File: src/rtl/operacao_memoria_pipe.sv
// Two-stage operand-select / add-sub pipeline with valid/ready handshake on both sides.
// Optional build macro OPMEM_SAT_EN: saturate dout on signed overflow.
module operacao_memoria_pipe #(
  parameter int WIDTH = 64
) (
  input  logic             clk,
  input  logic             rst_n,
  input  logic [WIDTH-1:0] dinA,
  input  logic [WIDTH-1:0] dinB,
  input  logic [WIDTH-1:0] OFFSET,
  input  logic [1:0]       OP_MEM_I,
  input  logic             ADD_SUB,
  input  logic             in_valid,
  output logic             in_ready,
  input  logic             flush,
  output logic [WIDTH-1:0] dout,
  output logic [WIDTH-1:0] doutA,
  output logic [WIDTH-1:0] doutB,
  output logic [5:0]       flags,
  output logic             out_valid,
  input  logic             out_ready
);

  localparam int MSB = WIDTH - 1;

  logic             s1_valid;
  logic             s1_sub;
  logic [WIDTH-1:0] s1_in0;
  logic [WIDTH-1:0] s1_in1;
  logic [WIDTH-1:0] s1_a;
  logic [WIDTH-1:0] s1_b;
  logic             s2_valid;

  logic [WIDTH-1:0] sel0;
  logic [WIDTH-1:0] sel1;
  logic             advance;
  logic             accept;

  always_comb begin
    sel0 = '0;
    sel1 = '0;
    case (OP_MEM_I)
      2'b00: begin
        sel0 = dinA;
        sel1 = dinB;
      end
      2'b01: begin
        sel0 = dinB;
        sel1 = OFFSET;
      end
      2'b10: begin
        sel0 = dinA;
        sel1 = OFFSET;
      end
      default: begin
        sel0 = '0;
        sel1 = '0;
      end
    endcase
  end

  // in_ready is forced low while in reset so no request is taken before release
  assign advance  = !s2_valid | out_ready;
  assign in_ready = rst_n & !flush & (!s1_valid | advance);
  assign accept   = in_valid & in_ready;

  logic [WIDTH-1:0] op1;
  logic [WIDTH:0]   wide;
  logic [WIDTH-1:0] res;
  logic [WIDTH-1:0] res_out;
  logic             c_flag;
  logic             v_flag;
  logic             eq_flag;
  logic             lt_flag;
  logic [5:0]       flags_next;

  // Subtraction as in0 + ~in1 + 1, so the adder carry is the "no borrow" flag
  always_comb begin
    op1        = s1_sub ? ~s1_in1 : s1_in1;
    wide       = {1'b0, s1_in0} + {1'b0, op1} + {{WIDTH{1'b0}}, s1_sub};
    res        = wide[MSB:0];
    c_flag     = wide[WIDTH];
    v_flag     = (s1_in0[MSB] == op1[MSB]) & (res[MSB] != s1_in0[MSB]);
    eq_flag    = (s1_in0 == s1_in1);
    lt_flag    = ($signed(s1_in0) < $signed(s1_in1));
    flags_next = {lt_flag, eq_flag, v_flag, c_flag, res[MSB], (res == '0)};
`ifdef OPMEM_SAT_EN
    if (v_flag)
      res_out = s1_in0[MSB] ? {1'b1, {(WIDTH-1){1'b0}}} : {1'b0, {(WIDTH-1){1'b1}}};
    else
      res_out = res;
`else
    res_out = res;
`endif
  end

  always_ff @(posedge clk or negedge rst_n) begin
    if (!rst_n) begin
      s1_valid  <= 1'b0;
      s1_sub    <= 1'b0;
      s1_in0    <= '0;
      s1_in1    <= '0;
      s1_a      <= '0;
      s1_b      <= '0;
      s2_valid  <= 1'b0;
      dout      <= '0;
      doutA     <= '0;
      doutB     <= '0;
      flags     <= '0;
    end else begin
      if (flush) begin
        s1_valid <= 1'b0;
        s2_valid <= 1'b0;
      end else begin
        if (accept)
          s1_valid <= 1'b1;
        else if (advance)
          s1_valid <= 1'b0;
        if (advance)
          s2_valid <= s1_valid;
      end

      if (accept) begin
        s1_in0 <= sel0;
        s1_in1 <= sel1;
        s1_sub <= ADD_SUB;
        s1_a   <= dinA;
        s1_b   <= dinB;
      end

      // Flush only drops valid bits; S2 data keeps its last value
      if (!flush && advance && s1_valid) begin
        dout  <= res_out;
        doutA <= s1_a;
        doutB <= s1_b;
        flags <= flags_next;
      end
    end
  end

  assign out_valid = s2_valid;

endmodule
File: config.mk
export PLATFORM = sky130hd
export DESIGN_NAME = operacao_memoria_pipe
export DESIGN_NICKNAME = d
export VERILOG_FILES = /design/src/rtl/operacao_memoria_pipe.sv
export SDC_FILE = /design/constraint.sdc
export NUM_CORES = 1
export LEC_CHECK = 0
export ABC_AREA = 1
export BUFFER_PORTS_ARGS = -buffer_cell sky130_fd_sc_hd__buf_2
export CAP_MARGIN = 20
export CORE_ASPECT_RATIO = 0.5
export CORE_MARGIN = 2
export CORE_UTILIZATION = 58
export DETAILED_ROUTE_END_ITERATION = 6
export GPL_ROUTABILITY_DRIVEN = 0
export PLACE_DENSITY = 0.85
export SYNTH_ARGS = -nofsm -noshare
export SYNTH_HDL_FRONTEND = slang
export SYNTH_SLANG_ARGS = --single-unit
export TNS_END_PERCENT = 5
File: constraint.sdc
create_clock -name clk -period 3.9 [get_ports clk]
set_clock_uncertainty 0.1 [all_clocks]
set_input_delay 0.39 -clock clk [delete_from_list [all_inputs] [get_ports clk]]
set_output_delay 0.39 -clock clk [all_outputs]
set_load 0.05 [all_outputs]
* After elaboration in Yosys (flattened, before gate mapping)
Index checks and enable logic that the tools add are counted.
** Word-level totals
- Register bits after elaboration :: 457
- Latch bits :: 0
- Bits in writable memories :: 0
- Bits in read-only memories :: 0
- Bits of input ports :: 200
- Output and inout port bits :: 200
- Logic and storage cells :: 45
- Memories :: 0
** Cells by class
- $add $sub $neg :: 2
- Multiply operators :: 0
- Div/mod/pow operators :: 0
- $lt $le $gt $ge :: 1
- Equal/unequal tests :: 5
- Shifts and indexed selects :: 0
- Muxes and demuxes :: 8
- Bitwise logic cells :: 7
- Reductions and logical operators :: 11
** Operators with widths (count)
- case mux 64 bit (2 select lines) :: 2
- adder 64 x 64 -> 65 bit :: 1
- adder 65 x 1 -> 65 bit :: 1
- == test 64 bit :: 1
- logical NOT 64 bit :: 1
- less-than comparator 64 bit :: 1
- 2-to-1 mux 64 bit :: 1
- inverter 64 bit :: 1
- 2-to-1 mux 1 bit :: 5
- AND 1 bit :: 4
- OR reduction 2 bit :: 2
- logical NOT 1 bit :: 3
- nonzero test 3 bit :: 1
- == test 2 x 1 -> 1 bit (second input constant) :: 1
- == test 2 bit (second input constant) :: 1
- logical AND 1 bit :: 2
- logical NOT 2 bit :: 1
- bitwise OR 1 bit :: 2
- nonzero test 2 bit :: 1
- == test 1 bit :: 1
- inequality test 1 bit :: 1

* Logic depth before layout (Yosys ltp)
- Word-level depth :: 7
- Gate-level depth with buffers :: 24
- Gate-level depth less buffers :: 24

* Worst setup path before layout
Ideal clock, no wire load.
- Kind :: register to register
- Start point :: register s1_sub
- End point :: register flags[3]
- Library setup time :: 119 ps
- Data arrival time :: 2821 ps
- Data required time :: 3681 ps
- Setup slack :: 860 ps
- Cell stages (with the launch flop) :: 18
- Path buffers :: 2
- Clock period less this slack :: 3040 ps
- Path through :: dfrtp_1 > clkbuf_1 > clkbuf_1 > xor2_1 > ha_1 > a21oi_2 > nor2_1 > nor2_1 > nand2_2 > nand2_1 > nand2_2 > nand2_1 > nand2_1 > nand2_1 > nand2_2 > or2_2 > nand4_1 > nand2_1
** On the way
- Longest elaborated chain between the ends :: 5
- Elaborated cells between the ends (all ways) :: 6
- Those cells by class :: 2 x add/sub; 2 x eq/ne; 1 x mux; 1 x bitwise
** Ends and longest elaborated chain
- start, declared :: line 27 : logic s1_sub;
- start signal, assigned :: line 100 : s1_sub <= 1'b0;
- start signal, assigned :: line 126 : s1_sub <= ADD_SUB;
- 2-to-1 mux 64 bit :: line 79 : op1 = s1_sub ? ~s1_in1 : s1_in1;
- adder 64 x 64 -> 65 bit :: line 80 : wide = {1'b0, s1_in0} + {1'b0, op1} + {{WIDTH{1'b0}}, s1_sub};
- adder 65 x 1 -> 65 bit :: line 80
- inequality test 1 bit :: line 83 : v_flag = (s1_in0[MSB] == op1[MSB]) & (res[MSB] != s1_in0[MSB]);
- AND 1 bit * :: line 83
- end signal, assigned :: line 136 : flags <= flags_next;
- end, declared :: line 19 : output logic [5:0] flags,
Mark *: on every way between the ends. The rest lies on a longest branch, timed or not.
A chain may end at the register's enable or synchronous reset.

* Worst setup path in the final report
- Start point :: register s1_sub
- End point :: register flags[0]
** On the way
- Longest elaborated chain between the ends :: 4
** Ends and longest elaborated chain
- 2-to-1 mux 64 bit :: line 79
- adder 64 x 64 -> 65 bit :: line 80
- adder 65 x 1 -> 65 bit * :: line 80
- logical NOT 64 bit * :: line 86 : flags_next = {lt_flag, eq_flag, v_flag, c_flag, res[MSB], (res == '0)};
Marked as above.

==> flow_summary.ini <==
[route]
avgRoutedWirePerCell_um = 19.6
ant_nets = 0
wirelength_um = 91400
drt-initial-drc-count = 3780
vias = 27007
drcViolationCount = 118
dr.pass1.iters = 7
viasPerCell = 5.78

[clock_tree]
numClockSinks = 456
cts_tree = built
h-tree-depth = 2
postCtsSetupRepairBufs = 0
cts_resized = 0
cts_buffers = 42
clk_latency_ns = 0.58
cts_root_buffer = clkbuf_16
clk_pin_slew_ns = 0.07
cts_buffer_depth = 3

[synthesis]
ys.warnings.count = 0
synth_edf_count = 0
synthTopCellsByArea = dfrtp_1 (43%), nand2_1 (21%), o21ai_0 (7.1%), inv_1 (6.5%), ha_1 (6.4%)
syn_inst = 3700
yosysSeqAreaShare_pct = 43.0
synth_largest_area_cell = dfrtp_1
synth_nets = 4037
ys_ff_latch = 456
yosysMostFrequentCell = nand2_1
ys_types = 45
synth_top_area_share_pct = 43.0
avgSynthCellArea_um2 = 7.17
ys_top_cells_by_count = nand2_1 (1457), inv_1 (461), dfrtp_1 (456), o21ai_0 (379), nor2_1 (164)
synth_area_um2 = 26500
ys.flop_type = dfrtp_1
async_reset_ff_share_pct = 100

[grt]
grt_pass1_wl_um = 138000
grt_max_degree = 188
gr-total-overflow = 0
antenna_found_initial = 9
grt_usage_pct = 37.6
grt_pass1_vias = 25037

[sta]
grt_setup_unrepaired = no
hold_violations = 0
finalSetupViolCount = 0
worst_pin_slew_ns = 1.02
slew_headroom_pct = 32.2
fmax_ghz = 0.257
tns_ns = 0
finalCriticalPeriod_ns = 3.88
drv_slew = 0
finalCritPeriodShare_pct = 99.6

[critical_path]
required_ns = 4.30
crit_family = compound AO/OA/AOI/OAI gates
critPathKind = register to register
path_cells = buf_12 > xor2_1 > ha_1 > a21oi_1 > o21ai_0 > o21bai_1 > nand2_1 > nand2_1 > a21oi_1 > nand2_1 > nand2_1 > nand2_1 > nor2_1 > nand2_1 > nor2_1 > nand3_1 > nand2_1
cp_common_cell = nand2_1
slowest_delay_ns = 0.68
worstSetupEndpointType = register
crit_arrival_ns = 4.28
crit_path_start_kind = register
crit_buf_inv = 1
worst-path-max-fanout = 33
cpMaxStageDelayCell = dfrtp_4

[die]
die_h_um = 155
start_util_pct = 58.7
rows = 55
io_pins = 400
die_area_um2 = 47600
fp.coreArea_um2 = 45200
die_w_um = 307

[cells_and_area]
regArea_um2 = 11400
final_util_pct = 67.9
area_delta_synth_final_pct = 15.7
drive_above_1_share_pct = 13.6
stdcell_area_um2 = 30700
final_nets = 4373
multi_input_area_um2 = 12800
fin_cells = 4674
fillers = 3747

[run]
drv_cap = 0

[placement]
portBuffers = 399
dpl_cell_area_um2 = 29100
post-dp-hpwl_um = 68300
dp.cells = 4573

[power]
total_power_mw = 20.6
p_leak_nw = 17.2
p_per_area_nw_per_um2 = 672
peakVddDrop_uv = 354

[outcome]
violations = design-rule violations
status = complete, but fails checks

[min_path]
hold_path_class = primary input to register
[flip-flops by register name, summed over array words and instances, names as in the netlist]
| register | cells |
|---|---|
| doutA | 64 |
| doutB | 64 |
| s1_in0 | 64 |
| s1_in1 | 64 |
| s1_valid | 1 |
| s1_sub | 1 |
| flags | 6 |
| dout | 63 |
| s1_a | 64 |
| s1_b | 64 |
| out_valid | 1 |
[what timing repair did]
action                                  CTS  global route
hold endpoints to repair                 82             0
hold buffers                             17             0
endpoints found under the setup margin    0             0
[kinds of logic (layout without fill, tap and decap cells)]
family / Yosys count / in the layout / synth area share, %
other: 0 / 9 / 0
adders and majority gates: 137 / 137 / 6.49
and+or+nand+nor: 1821 / 1821 / 27.4
buffers and inverters: 621 / 988 / 8.80
muxes: 1 / 1 / 0.0424
AOI/OAI and AO/OA: 596 / 596 / 12.0
DFF: 456 / 456 / 43.0
xor gates and xnor gates: 68 / 68 / 2.24
[final cells by class]
| cell class | instances | area share, % |
|---|---|---|
| Sequential cell | 456 | 37.2 |
| Tap cell | 598 | 2.44 |
| Timing Repair Buffer | 439 | 8.06 |
| Multi-Input combinational cell | 2623 | 41.7 |
| Inverter | 474 | 5.81 |
| Clock inverter | 16 | 0.729 |
| Clock buffer | 59 | 3.99 |
| Antenna cell | 9 | 0.0733 |
[power by group]
part,switching (mW),internal (mW)
Combinational,6.90,2.54
Sequential,1.01,5.79
Clock,1.93,2.48
[path summary, 6_finish.rpt]
kind / start / to / slack, ns / cells after the start
setup / recovery: s1_sub$_DFFE_PN0P_ / flags[0]$_DFFE_PN0P_ / 0.02 / 17
hold / removal: dinA[48] / s1_a[48]$_DFFE_PN0P_ / 0.02 / 3
setup reg to reg: s1_sub$_DFFE_PN0P_ / flags[0]$_DFFE_PN0P_ / 0.02 / 17
hold reg to reg: doutA[52]$_DFFE_PN0P_ / doutA[52]$_DFFE_PN0P_ / 0.37 / 2
max in group asynchronous: rst_n / dout[35]$_DFFE_PN0P_ / 1.66 / 4
min in group asynchronous: rst_n / s1_a[8]$_DFFE_PN0P_ / 0.25 / 2
[worst reg2reg max path, stage by stage (launching register included)]
cell      delay (ns)
dfrtp_4         0.68
buf_12          0.27
xor2_1          0.17
ha_1            0.43
a21oi_1         0.51
o21ai_0         0.21
o21bai_1        0.22
nand2_1         0.07
nand2_1         0.04
a21oi_1         0.20
nand2_1         0.16
nand2_1         0.23
nand2_1         0.10
nor2_1          0.09
nand2_1         0.07
nor2_1          0.11
nand3_1         0.08
nand2_1         0.06
[layout by cell type, fill, tap and decap left out, types with 3 or more instances in the layout]
cell type,count
nand2_1,1456
inv_1,459
dfrtp_1,455
buf_2,398
o21ai_0,379
nor2_1,163
ha_1,135
a21oi_1,91
nand3_1,80
xor2_1,66
o22ai_1,64
clkbuf_16,43
a31oi_1,30
nand4_1,27
nand3b_1,20
nor3_1,17
nor2_2,17
dlygate4sd3_1,17
o21bai_1,15
nand2_2,15
buf_4,13
inv_2,12
clkinv_2,10
buf_12,10
diode_2,9
clkbuf_8,9
and2_1,8
clkbuf_1,7
o21a_1,5
nor3_2,4
bufinv_16,4
nor4_1,3
nand3_2,3
o221ai_1,3
[through the flow]
step / setup WS [ns] / hold slack [ns]
after floorplan: 0.860 / -0.00559
after global placement: 0.324 / 0.283
after detailed placement: 0.366 / 0.284
after CTS: 0.328 / 0.00145
after global routing: 0.0105 / 0.0134
final: 0.0163 / 0.0153
[routing by layer]
layer | track usage (%) | wire length, um | part of all wire, % | vias to the layer above
li1 | - | - | - | 12317
met1 | 52.0 | 36000 | 39 | 12488
met2 | 52.8 | 36900 | 40 | 1820
met3 | 14.6 | 14200 | 16 | 378
met4 | 15.1 | 4300 | 4.7 | 4
met5 | 0 | 43 | 0.047 | -
(Power assumes the default switching activity.)
